[config.mk]
export PLATFORM = sky130hd
export DESIGN_NAME = demux_1n_stream
export DESIGN_NICKNAME = d
export VERILOG_FILES = /design/src/rtl/demux_1n_stream.sv
export SDC_FILE = /design/constraint.sdc
export NUM_CORES = 1
export LEC_CHECK = 0
export ABC_AREA = 1
export BUFFER_PORTS_ARGS = -buffer_cell sky130_fd_sc_hd__buf_4
export CORE_AREA = 2 2 39 41
export CTS_CLUSTER_SIZE = 28
export DETAILED_ROUTE_END_ITERATION = 10
export DIE_AREA = 0 0 41 43
export PLACE_DENSITY = 0.75
export SLEW_MARGIN = 20
export SYNTH_ARGS = -nofsm -noshare
export SYNTH_HDL_FRONTEND = slang
export SYNTH_SLANG_ARGS = --single-unit
export TNS_END_PERCENT = 30
[constraint.sdc]
create_clock -name clk -period 1.1 [get_ports clk]
set_input_delay 0.22 -clock clk [delete_from_list [all_inputs] [get_ports clk]]
set_output_delay 0.22 -clock clk [all_outputs]
set_load 0.01 [all_outputs]
[src/rtl/demux_1n_stream.sv]
// 1-to-N stream demultiplexer with one holding register per output channel.
// Supports unicast by index, broadcast to all channels, and an error pulse when a word is sent to a missing channel.
module demux_1n_stream #(
  parameter  int WIDTH = 4,
  parameter  int N     = 2,
  localparam int SELW  = (N > 1) ? $clog2(N) : 1
) (
  input  logic                 clk,
  input  logic                 rst,
  input  logic [WIDTH-1:0]     in_data,
  input  logic [SELW-1:0]      in_sel,
  input  logic                 in_bcast,
  input  logic                 in_valid,
  output logic                 in_ready,
  output logic [N*WIDTH-1:0]   out_data,
  output logic [N-1:0]         out_valid,
  input  logic [N-1:0]         out_ready,
  output logic                 err
);

  logic [N-1:0] free;
  logic [N-1:0] load;
  logic         sel_ok;
  logic         transfer;

  assign free     = ~out_valid | out_ready;
  assign sel_ok   = 32'(in_sel) < 32'(N);
  assign transfer = in_valid & in_ready;

  // A word for a channel that does not exist is always accepted so it can be dropped and flagged.
  always_comb begin
    in_ready = 1'b0;
    if (rst)
      in_ready = 1'b0;
    else if (in_bcast)
      in_ready = &free;
    else if (sel_ok)
      in_ready = free[in_sel];
    else
      in_ready = 1'b1;
  end

  always_comb begin
    load = '0;
    for (int k = 0; k < N; k++)
      load[k] = transfer & (in_bcast | (sel_ok & (32'(in_sel) == 32'(k))));
  end

  // A load takes priority over a drain on the same channel, so back-to-back words leave no bubble.
  always_ff @(posedge clk) begin
    if (rst) begin
      out_valid <= '0;
      out_data  <= '0;
      err       <= 1'b0;
    end else begin
      err <= transfer & ~in_bcast & ~sel_ok;
      for (int k = 0; k < N; k++) begin
        if (load[k]) begin
          out_valid[k]               <= 1'b1;
          out_data[k*WIDTH +: WIDTH] <= in_data;
        end else if (out_ready[k]) begin
          out_valid[k] <= 1'b0;
        end
      end
    end
  end

endmodule
==> flow_summary.toml <==
[status]
status = "finished with violations"
violations = "setup timing"

[global_route]
use_met1_pct = 21.8
grt_usage_pct = 17.3
use_met3_pct = 3.14
grt_max_degree = 11
antenna_found_initial = 0
globalRouteOverflowTotal = 0
grt_pass1_wl_um = 2070
grt.met2_usage_pct = 27.2
grt-busiest-layer = "met2"
grt_pass1_vias = 511

[yosys]
ys_types = 16
yosys.area.top_type = "dfxtp_1"
synth_most_common_cell = "inv_1"
yosys-top-cells-count = "inv_1, nand2_1, nor2_1"
syn_inst = 88
synth_top_area_share_pct = 34.6
yosys_warnings = 0
netlist_top_cells_area = "dfxtp_1, inv_1, nand2_1, nand4_1, nor2_1"
syn_area_um2 = 579
async_reset_ff_share_pct = 0
synth_edf_count = 0
ys_seq_area_share_pct = 34.6
synth_seq_cells = 10
syn_nets = 99
synthFlopType = "dfxtp_1"
syn_avg_cell_area_um2 = 6.58

[worst_setup_path]
startpoint_type = "flip-flop"
critPathMaxStageDelay_ns = 0.33
path_class = "reg -> out"
critPathRequiredTime_ns = 0.88
critical-path-top-delay-family = "flip-flops"
cp_max_fo = 2
end_kind = "output pin"
cp-startpoint = "out_valid[1]"
worst_path_max_delay_cell = "dfxtp_2"
critPathBufInv = 2
crit_arrival_ns = 1.02
crit_path_cell_trace = "inv_2 > nor2_2 > nand2_1 > nand2_2 > nor2_4 > buf_6"
worstReg2RegStart = "out_valid[1]"

[route]
vias_per_cell = 4.59
drc = 0
ant_nets = 0
drt_first_iter_violations = 16
wire_per_inst_um = 10.3
drt_wl_total_um = 1390
vias = 619
dr.pass1.iters = 4

[final_layout]
n_antenna_cell = 0
stdcell_area_um2 = 896
area_growth_pct = 54.6
layout-drive-gt1-share_pct = 42.0
num-fill-cells = 125
final_net_count = 131

[floorplanning]
dieHeight_um = 43
start_util_pct = 41.9
die_w_um = 41
core_um2 = 1380
die_area_um2 = 1760
rows = 14
pin_count = 23

[clock_tree]
root_buffer = "clkbuf_4"
clk_pin_slew_worst_paths_ns = 0.07
cts_tree = "built"
clock_latency_ns = 0.26
numCtsBuffers = 3
cts_buffer_depth = 2
h-tree-depth = 1
cts_sinks = 10
postCtsHoldBufs = 0

[power_and_ir_drop]
power.density_nw_per_um2 = 1110
power_mw = 0.995
p_leak_nw = 0.490
vdd_ir_drop_max_mv = 0.931

[sta]
rsz0062_at_grt = "true"
min_period_over_period_pct = 113
skew_ns = 0.00170
hold_viol_final = 0
fmax_ghz = 0.803
timing.final.ws_setup_ns = -0.145
finalSetupViolCount = 9
fin_crit_ns = 1.24
slew_viol_final = 0
holdWs_ns = 0.232
setup-tns-final_ns = -0.404

[placed_design]
dpl.hpwl_um = 931
io_buffers = 21
place_congestion = 0.765
postPlaceCellArea_um2 = 787

[hold_path]
min_from = "rst"
hp-class = "in -> reg"

[flow_run]
maxCapViolCount = 0
cells by family after synthesis:
kind of cell,synth area share (%)
compound gates,2.59
flops,34.6
buf+inv,21.8
other cells,0.647
simple gates,40.4
state kept, by name, summed over array words and instances (netlist names):
signal     count
out_valid      2
out_data       8
final timing paths:
kind | end | slack (ns) | cells past startpoint
min reg2reg | out_data[7] | 0.51 | 4
max reg2reg | out_data[1] | -0.05 | 8
min | out_valid[1] | 0.23 | 3
max | in_ready | -0.14 | 6
routing by layer:
metal	vias to the layer above	wire, um	part of all wire (%)
met5	-	0	0
li1	323	-	-
met2	22	726	52
met4	0	20	1.4
met1	272	580	42
met3	2	65	4.7
where the power goes:
part / total (mW) / internal (mW) / switching (mW) / leakage (nW)
registers: 0.398 / 0.386 / 0.0117 / 0.0826
clock network: 0.337 / 0.201 / 0.136 / 0.0210
logic: 0.260 / 0.127 / 0.133 / 0.387
total: 0.995 / 0.714 / 0.281 / 0.490
area by class of cell:
cell class | instances | area [um2] | area share, %
repair buffers | 29 | 225 | 25.1
flip-flops and latches | 10 | 201 | 22.5
clock buffers | 4 | 36.3 | 4.05
inverters | 26 | 111 | 12.4
well taps | 16 | 20.0 | 2.23
multi-input cells | 50 | 302 | 33.7
timing repair:
action,in CTS,in global routing
endpoints found under the hold margin,0,0
resized for setup,5,9
setup buffers,2,0
setup endpoints to repair,1,12
pin swaps,1,7
cells in the final DEF (no fill, tap or decap):
master    synthesis  routed
a21oi_1           3       2
a21oi_4           0       1
buf_4             2      27
buf_6             0       2
bufinv_8          1       1
clkbuf_4          0       3
clkbuf_8          0       1
conb_1            1       1
dfxtp_1          10       9
dfxtp_2           0       1
inv_1            23      22
inv_2             2       3
nand2_1          19      17
nand2_2           2       3
nand2_4           1       2
nand3_1           1       1
nand4_1           8       8
nand4_4           0       2
nor2_1           11       9
nor2_2            1       2
nor2_4            1       2
metrics by stage:
step	worst slack, ns	utilization (%)	cells
3_5_place_dp	-0.0481	56.9	129
5_1_grt	-0.222	64.7	135
6_report	-0.145	64.7	135
2_1_floorplan	0.0656	-	88
4_1_cts	-0.140	61.9	135
3_3_place_gp	-0.0321	56.9	129
tightest hold or removal path, cell delays in order:
cell	delay, ns
buf_4	0.08
buf_4	0.12
a21oi_1	0.04
No activity file was read; power rests on OpenSTA's default activity.
